`src/rtl/csa3_serial_adder.sv`:
```
// Nibble-serial adder of three WIDTH-bit operands plus carry-in.
// One 4-bit slice is reduced per RUN cycle; the 2-bit carry ripples between slices.
module csa3_serial_adder #(
    parameter int WIDTH = 16
) (
    input  logic             clk,
    input  logic             rst,
    input  logic             in_valid,
    output logic             in_ready,
    input  logic [WIDTH-1:0] in1,
    input  logic [WIDTH-1:0] in2,
    input  logic [WIDTH-1:0] in3,
    input  logic             cin,
    output logic             out_valid,
    input  logic             out_ready,
    output logic [WIDTH+1:0] sum,
    output logic             busy
);
    localparam int NIB   = WIDTH / 4;
    localparam int IDX_W = (NIB > 1) ? $clog2(NIB) : 1;
    localparam int SW    = WIDTH + 2;

    typedef enum logic [1:0] {
        IDLE = 2'd0,
        RUN  = 2'd1,
        DONE = 2'd2
    } state_t;

    state_t             state_q, state_d;
    logic [IDX_W-1:0]   idx_q, idx_d;
    logic [1:0]         carry_q, carry_d;
    logic [WIDTH-1:0]   a_q, a_d, b_q, b_d, c_q, c_d;
    logic [SW-1:0]      sum_q, sum_d;
    logic [IDX_W+1:0]   sh_s;
    logic [5:0]         slice_s;
    logic               last_s;

    // 3:2 compression of the three nibbles, then one add folds in the carry pair.
    function automatic logic [5:0] slice3(input logic [3:0] a, input logic [3:0] b,
                                          input logic [3:0] c, input logic [1:0] cy);
        logic [3:0] s;
        logic [3:0] m;
        s = a ^ b ^ c;
        m = (a & b) | (a & c) | (b & c);
        return 6'(s) + {1'b0, m, 1'b0} + 6'(cy);
    endfunction

    // Current-slice arithmetic.
    always_comb begin
        sh_s    = {idx_q, 2'b00};
        slice_s = slice3(4'(a_q >> sh_s), 4'(b_q >> sh_s), 4'(c_q >> sh_s), carry_q);
        last_s  = (idx_q == IDX_W'(NIB - 1));
    end

    // Next-state and datapath update.
    always_comb begin
        state_d = state_q;
        idx_d   = idx_q;
        carry_d = carry_q;
        a_d     = a_q;
        b_d     = b_q;
        c_d     = c_q;
        sum_d   = sum_q;
        case (state_q)
            IDLE: begin
                if (in_valid) begin
                    a_d     = in1;
                    b_d     = in2;
                    c_d     = in3;
                    carry_d = {1'b0, cin};
                    idx_d   = '0;
                    state_d = RUN;
                end else begin
                    state_d = IDLE;
                end
            end
            RUN: begin
                sum_d   = (sum_q & ~(SW'(4'hF) << sh_s)) | (SW'(slice_s[3:0]) << sh_s);
                carry_d = slice_s[5:4];
                if (last_s) begin
                    sum_d[SW-1:WIDTH] = slice_s[5:4];
                    state_d           = DONE;
                end else begin
                    idx_d = idx_q + IDX_W'(1);
                end
            end
            DONE: begin
                if (out_ready) begin
                    state_d = IDLE;
                end else begin
                    state_d = DONE;
                end
            end
            default: begin
                state_d = IDLE;
            end
        endcase
    end

    // State and datapath registers.
    always_ff @(posedge clk or posedge rst) begin
        if (rst) begin
            state_q <= IDLE;
            idx_q   <= '0;
            carry_q <= 2'b00;
            a_q     <= '0;
            b_q     <= '0;
            c_q     <= '0;
            sum_q   <= '0;
        end else begin
            state_q <= state_d;
            idx_q   <= idx_d;
            carry_q <= carry_d;
            a_q     <= a_d;
            b_q     <= b_d;
            c_q     <= c_d;
            sum_q   <= sum_d;
        end
    end

    // Handshake outputs decode straight from the state register.
    always_comb begin
        in_ready  = (state_q == IDLE);
        out_valid = (state_q == DONE);
        busy      = (state_q != IDLE);
        sum       = sum_q;
    end
endmodule

```
`config.mk`:
```
export PLATFORM = sky130hd
export DESIGN_NAME = csa3_serial_adder
export DESIGN_NICKNAME = d
export VERILOG_FILES = /design/src/rtl/csa3_serial_adder.sv
export SDC_FILE = /design/constraint.sdc
export NUM_CORES = 1
export LEC_CHECK = 0
export BUFFER_PORTS_ARGS = -buffer_cell sky130_fd_sc_hd__buf_4
export CAP_MARGIN = 20
export CORE_ASPECT_RATIO = 0.6
export CORE_UTILIZATION = 49
export CTS_BUF_LIST = sky130_fd_sc_hd__clkbuf_16
export DETAILED_ROUTE_END_ITERATION = 10
export PLACE_DENSITY = 0.85
export SLEW_MARGIN = 10
export SYNTH_ARGS = -nofsm -noshare
export SYNTH_HDL_FRONTEND = slang
export SYNTH_SLANG_ARGS = --single-unit
```
`constraint.sdc`:
```
create_clock -name clk -period 3.3 [get_ports clk]
set_clock_uncertainty 0.05 [all_clocks]
set_input_delay 0.99 -clock clk [delete_from_list [all_inputs] [get_ports clk]]
set_output_delay 0.99 -clock clk [all_outputs]
set_load 0.05 [all_outputs]
```
==> impl_results.md, run 1 <==
* Status: finished, violations left
* Failing checks: setup timing
* Clock Tree Buf Depth at 2
* Fin. max-slew vios at 0
* TritonCTS clock tree: done
* Critical Path Start: idx_q[0]$_DFFE_PP0P_
* Syn_area_per_cell at 15.1 µm²
* IO Port Bufs at between 70 and 80
* Max-Cap Viols at 0
* Fillcell total at roughly 480
* Vias per inst at between 5 and 6
* Critical Path AT at around 3.5 ns
* Fin crit share at 101%
* Reg-to-Reg Start: idx_q[0]$_DFFE_PP0P_
* Crit path required time at approximately 3.5 ns
* Post-Synthesis Net Count at about 310
* Worst Setup EP: sum[14]$_DFFE_PP0P_
* Core Box Area at 0.00688 mm²
* CTS root buffer: clkbuf_16
* Register area share after synthesis at around half
* Diode count at 0
* Final WS setup at -0.0309 ns
* Crit path kind: flop to flop
* Cts bufs inserted at 9
* Io pins at 74
* Worst R2R Setup Slack at -0.03 ns
* CP Capture Type: flop
* Initial Util at 52.3%
* R2r worst-path depth at 10
* Pre-CTS WS at -0.114 ns
* Rel. slew slack at 50.6%
* Min-Delay Path Class: flop to flop
* CTS sink cnt at roughly 70
* Largest net degree at the start of global routing at 34
* Synth top area cells: dfrtp_1 50%, mux2_4 20%, mux4_2 7.5%
* Hold-fix buffers, CTS at 0
* Gpl congestion at between 0.8 and 0.9
* First-pass GRT wire length at 12.7 mm
* Top cell type's share of synthesized area at between 50% and 60%
* Clk Latency, worst-skew pair at 0.33 ns
* DIE HEIGHT at between 60 and 70 µm
* Initial DRC count at between 100 and 150
* Startpoint Class: flop
* WL/cell at around 19 µm
* Die footprint at 0.00770 mm²
* Count of state elements after synthesis at a little over 70
* Post-Syn Area at 0.00360 mm²
* Nets at slightly below 400
* Total grt overflow at 0
* Dpl hpwl at about 5.8 mm
* Die W at approximately 110 µm
* Measured slew at the worst slew-check pin at between 0.7 and 0.8 ns
* R2R Path End: sum[14]$_DFFE_PP0P_
* Rows at 23
* Yosys top cell by area: dfrtp_1
* Fraction of layout cells with a size suffix above 1 at 51.1%
* Setup violators final at 3
* Yosys warnings at 0
* Pre-antenna DRT Iters at 4
* Worst-path clk slew at ~0.050 ns
* Crit path max fanout at 6
* Syn-to-layout area delta at 27.5%
* Via count at ~2300
* Drt drc at 0
* RSZ-0062 raised after global routing: yes
* Gate count after technology mapping at 238
* H-tree depth at 3
* Initial antenna violation count at 0
* Synth cell types at 27
* Vias in the first global route at 2400
* Hold Vio Cnt, Final at 0
* Total Routing Usage GR at a little under a quarter
* Post-Route WL at between 7 and 8 mm
* Final antenna-violating net count at 0
* Peak Freq at 300 MHz
* Tmin final at 3.33 ns
-- flip-flops by register name, indices dropped and copies added, names as in the netlist --
name,count
idx_q,2
sum,18
a_q,16
carry_q,2
state_q,2
b_q,16
c_q,16
-- area by class of cell --
cell class,count,area [µm²],area share [%]
clock buffers,9,225,4.91
clock inverters,7,78.8,1.72
well taps,87,109,2.38
multi-input cells,132,1630,35.6
flip-flops and latches,72,1800,39.3
repair buffers,83,652,14.2
inverters,22,82.6,1.80
-- worst max-delay path, stage by stage (launching register included) --
cell     delay (ns)
dfrtp_2        0.44
mux4_2         0.53
fa_1           0.51
inv_1          0.05
fa_1           0.44
inv_1          0.08
ha_2           0.18
inv_2          0.04
fa_2           0.56
nor2_2         0.06
a32o_1         0.26
-- logic make-up after synthesis --
logic type / count (synthesis) / synth area share (%)
DFF: 72 / 50.1
muxes: 63 / 28.4
buffers and inverters: 34 / 5.39
AOI/OAI and AO/OA: 25 / 5.46
and+or+nand+nor: 25 / 2.96
adders and majority gates: 17 / 7.17
xor gates and xnor gates: 2 / 0.487
-- timing repair --
action	4_1_cts	5_1_grt
pin swaps	0	12
setup endpoints to repair	12	12
hold endpoints to repair	0	0
resized for setup	3	9
setup buffers	1	0
-- layout by cell type, fill, tap and decap left out, types with 3 or more instances in the layout --
master      n
nand2_1    14
mux2_4     48
mux4_2     12
fa_1        5
nor2_1      5
dfrtp_1    71
buf_4      80
a32o_1     10
o21ai_0     4
clkbuf_16   9
ha_1       10
inv_2       3
a22o_1      4
clkinv_1    3
inv_1      21
-- layer usage --
layer | up-vias | GRT usage, % | part of all wire, %
met5 | - | 0 | 0
met4 | 0 | 6.67 | 1.4
met3 | 11 | 9.39 | 8.0
met2 | 93 | 33.2 | 44
met1 | 1140 | 32.5 | 47
li1 | 1006 | - | -
-- per-stage QoR --
stage | std cells | hold slack, ns | setup TNS (ns) | area [µm²] | utilization (%)
after floorplan | 238 | 0.426 | 0 | 3600 | -
after global placement | 395 | 0.418 | 0 | 4240 | 61.6
after detailed placement | 395 | 0.437 | -0.652 | 4240 | 61.6
after CTS | 412 | 0.448 | 0 | 4560 | 66.3
after global routing | 412 | 0.466 | -1.42 | 4580 | 66.6
final | 412 | 0.449 | -0.0474 | 4580 | 66.6
-- worst min path at each step --
stage,start,end,depth (start not counted)
final,sum[4]$_DFFE_PP0P_,sum[4]$_DFFE_PP0P_,1
after detailed placement,sum[5]$_DFFE_PP0P_,sum[5]$_DFFE_PP0P_,1
after global routing,sum[7]$_DFFE_PP0P_,sum[7]$_DFFE_PP0P_,1
after floorplan,b_q[10]$_DFFE_PP0P_,b_q[10]$_DFFE_PP0P_,1
after CTS,sum[5]$_DFFE_PP0P_,sum[5]$_DFFE_PP0P_,1
after global placement,sum[13]$_DFFE_PP0P_,sum[13]$_DFFE_PP0P_,2
-- cells in the mapped netlist --
master	n
dfrtp_1	72
mux4_2	12
xnor2_1	1
clkbuf_2	1
inv_1	22
o22ai_1	1
buf_2	3
mux2_2	1
buf_4	2
o21ai_0	6
a22o_1	4
a32o_1	10
buf_6	5
nand2b_1	2
nor2b_1	1
nand2_1	14
buf_12	1
ha_1	11
nor2_1	6
nor2_2	1
fa_1	6
mux2i_1	2
xor2_1	1
a21o_1	2
a21oi_1	2
and2_1	1
mux2_4	48
Power of run 1 is not shown: default switching activity piles up to over one toggle a cycle in this logic, so the estimate is an artifact.
==> run 2: changes to the inputs <==
CELL_PAD_IN_SITES_DETAIL_PLACEMENT = 1   (was default)
CELL_PAD_IN_SITES_GLOBAL_PLACEMENT = 1   (was default)
CORE_UTILIZATION = 41   (was 49)
PLACE_DENSITY = 0.87   (was 0.85)
==> run 2 against run 1 <==
Critical endpoint is now carry_q[0]$_DFFE_PP0P_; utilization fell by 13 points; sequential share of layout area barely moved; first-iteration DRC count rose by 12%; design area fell by 0.11%; setup slack improved by 0.012 ns; the run still ends with setup timing left; register-to-register slack barely moved; fmax rose by 0.38%; die area rose by 19%; hold slack got worse by 0.011 ns; global-route usage fell by 1.1 points; via count fell by 2.2%.
==> impl_results.md, run 2 (synthesis gave the netlist of run 1 again) <==
* Failing checks: setup timing
* WL/cell at 20.9 µm (+10%)
* Diode count at 0 (unchanged)
* CP Capture Type: flop
* RSZ-0062 raised after global routing: yes
* Initial Util at 42.2% (-10 points)
* Slowest-stage cell, CP: fa_2
* DIE HEIGHT at 74.5 µm (+9.0%)
* Cts bufs inserted at 9 (unchanged)
* Via count at 2200 (-2.2%)
* CTS sink cnt at 72 (unchanged)
* Met2 Use GR at 33.6% (+0.40 points)
* Reg-to-Reg Start: idx_q[0]$_DFFE_PP0P_
* Gpl congestion at 0.790 (-5.8%)
* CP peak stage delay at 0.55 ns (about the same)
* CTS root buffer: clkbuf_16
* Placed Instances at 422 (+6.8%)
* Worst R2R Setup Slack at -0.02 ns (about the same)
* Clock Tree Buf Depth at 2 (unchanged)
* Syn-to-layout area delta at 27.3%
* Number of flip-flops in the largest register at 18 (unchanged)
* Family with the most delay on the worst path: adder cells
* Post-Route WL at 9.13 mm (+17%)
* IO Port Bufs at 73 (unchanged)
* Startpoint Class: flop
* Hold-fix buffers, CTS at 0 (unchanged)
* Initial antenna violation count at 0 (unchanged)
* Largest net degree at the start of global routing at 44 (+29%)
* Hold Crit Start: sum[17]$_DFFE_PP0P_
* Vias per inst at 5.05 (-7.6%)
* Core Box Area at 0.00852 mm² (+24%)
* Crit path kind: flop to flop
* Crit path buffers/inverters at 2 (-1)
* GRT met3 Usage at 8.13% (-1.3 points)
* Crit path required time at 3.45 ns (-0.02 ns)
* Total grt overflow at 0 (unchanged)
* Critical Path AT at 3.47 ns (-0.03 ns)
* Clk Latency, worst-skew pair at 0.34 ns (about the same)
* Pre-antenna DRT Iters at 4 (unchanged)
* Cell Chain, Critical Path: mux4_2 -> fa_1 -> inv_2 -> fa_2 -> inv_2 -> ha_4 -> a21o_1 -> a21oi_2 -> xor2_1 -> mux2i_1
* Max-Cap Viols at 0 (unchanged)
* Dpl hpwl at 6.20 mm (+7.5%)
* Hold EP: sum[17]$_DFFE_PP0P_
* Fin crit share at 101% (-0.38 points)
* Total Routing Usage GR at 22.1% (-1.1 points)
* Fraction of layout cells with a size suffix above 1 at 52.8% (+1.7 points)
* Die W at 123 µm (+9.2%)
* Final antenna-violating net count at 0 (unchanged)
* Worst-path clk slew at 0.05 ns (about the same)
* Initial DRC count at 150 (+12%)
* Rel. slew slack at 63.2% (+13 points)
* Post-Layout Cell Count at 436 (+5.8%)
* GR peak layer: met2
* Nets at 391 (+0.26%)
* Hold_ws at 0.438 ns (-0.0106 ns)
* Hold Vio Cnt, Final at 0 (unchanged)
* Grt met1 use at 30.0% (-2.5 points)
* Final WS setup at -0.0185 ns (+0.0124 ns)
* Rows at 26 (+13%)
* Most frequent cells in the layout: 81 x buf_4, 71 x dfrtp_1, 48 x mux2_4
* Io pins at 74 (unchanged)
* Status: finished, violations left
* Die footprint at 0.00916 mm² (+19%)
* Peak Freq at 301 MHz (+0.38%)
* Most common cell after layout, fill and taps aside: buf_4
* H-tree depth at 3 (unchanged)
* TritonCTS clock tree: done
* Min-Delay Path Class: flop to flop
* Pre-CTS WS at -0.214 ns (-0.100 ns)
* Setup violators final at 4 (+1)
* Measured slew at the worst slew-check pin at 0.552 ns (-0.187 ns)
* Drt drc at 0 (unchanged)
* R2R Path End: carry_q[0]$_DFFE_PP0P_
* R2r worst-path depth at 10 (unchanged)
* First-pass GRT wire length at 14.1 mm (+11%)
* Most used cell, CP: inv_2
* Vias in the first global route at 2451 (+2.1%)
* Crit path max fanout at 4 (-2)
* Tmin final at 3.32 ns (-0.0124 ns)
* Worst Hold Path Cells at 2 (+1)
* Fin. max-slew vios at 0 (unchanged)
-- run 2: worst max path at each step --
stage                                    start                      to  slack [ns]  cells after the start
after global routing      idx_q[0]$_DFFE_PP0P_  carry_q[1]$_DFFE_PP0P_       -0.10                     12
after detailed placement  idx_q[0]$_DFFE_PP0P_     sum[15]$_DFFE_PP0P_       -0.21                     11
after global placement    idx_q[0]$_DFFE_PP0P_     sum[15]$_DFFE_PP0P_        0.02                     12
after floorplan           idx_q[1]$_DFFE_PP0P_      sum[3]$_DFFE_PP0P_        0.01                     11
final                     idx_q[0]$_DFFE_PP0P_  carry_q[0]$_DFFE_PP0P_       -0.02                     10
after CTS                 idx_q[0]$_DFFE_PP0P_     sum[16]$_DFFE_PP0P_       -0.07                      9
-- run 2: metal layers --
layer | up-vias | share of wire, % | routed length [µm]
li1 | 1001 | - | -
met1 | 1130 | 48 | 4360
met2 | 61 | 46 | 4210
met3 | 8 | 5.0 | 461
met4 | 0 | 1.1 | 96
met5 | - | 0 | 0
-- run 2: tightest hold or removal path, cell delays in order, from the launching register on --
cell and delay, ns:
dfrtp_1 0.34, nand2_1 0.05, o21ai_0 0.06
-- run 2: layout make-up --
| cell class | count | area, µm² |
|---|---|---|
| Clock buffer | 9 | 225 |
| Clock inverter | 5 | 20.0 |
| Multi-Input combinational cell | 132 | 1660 |
| Inverter | 22 | 82.6 |
| Fill cell | 850 | 3950 |
| Tap cell | 112 | 140 |
| Timing Repair Buffer | 84 | 651 |
| Sequential cell | 72 | 1800 |
-- run 2: per-stage QoR --
stage          area [µm²]  utilization (%)  TNS, ns
2_1_floorplan        3600                -        0
3_3_place_gp         4260             50.0        0
3_5_place_dp         4260             50.0    -1.37
4_1_cts              4540             53.3   -0.341
5_1_grt              4580             53.7   -0.693
6_report             4580             53.7  -0.0457
-- run 2: what timing repair did --
item,CTS,global route
buffers inserted,0,0
resized for setup,10,13
pin swaps,7,12
endpoints found under the setup margin,12,12
Power of run 2 is left out for the same reason.
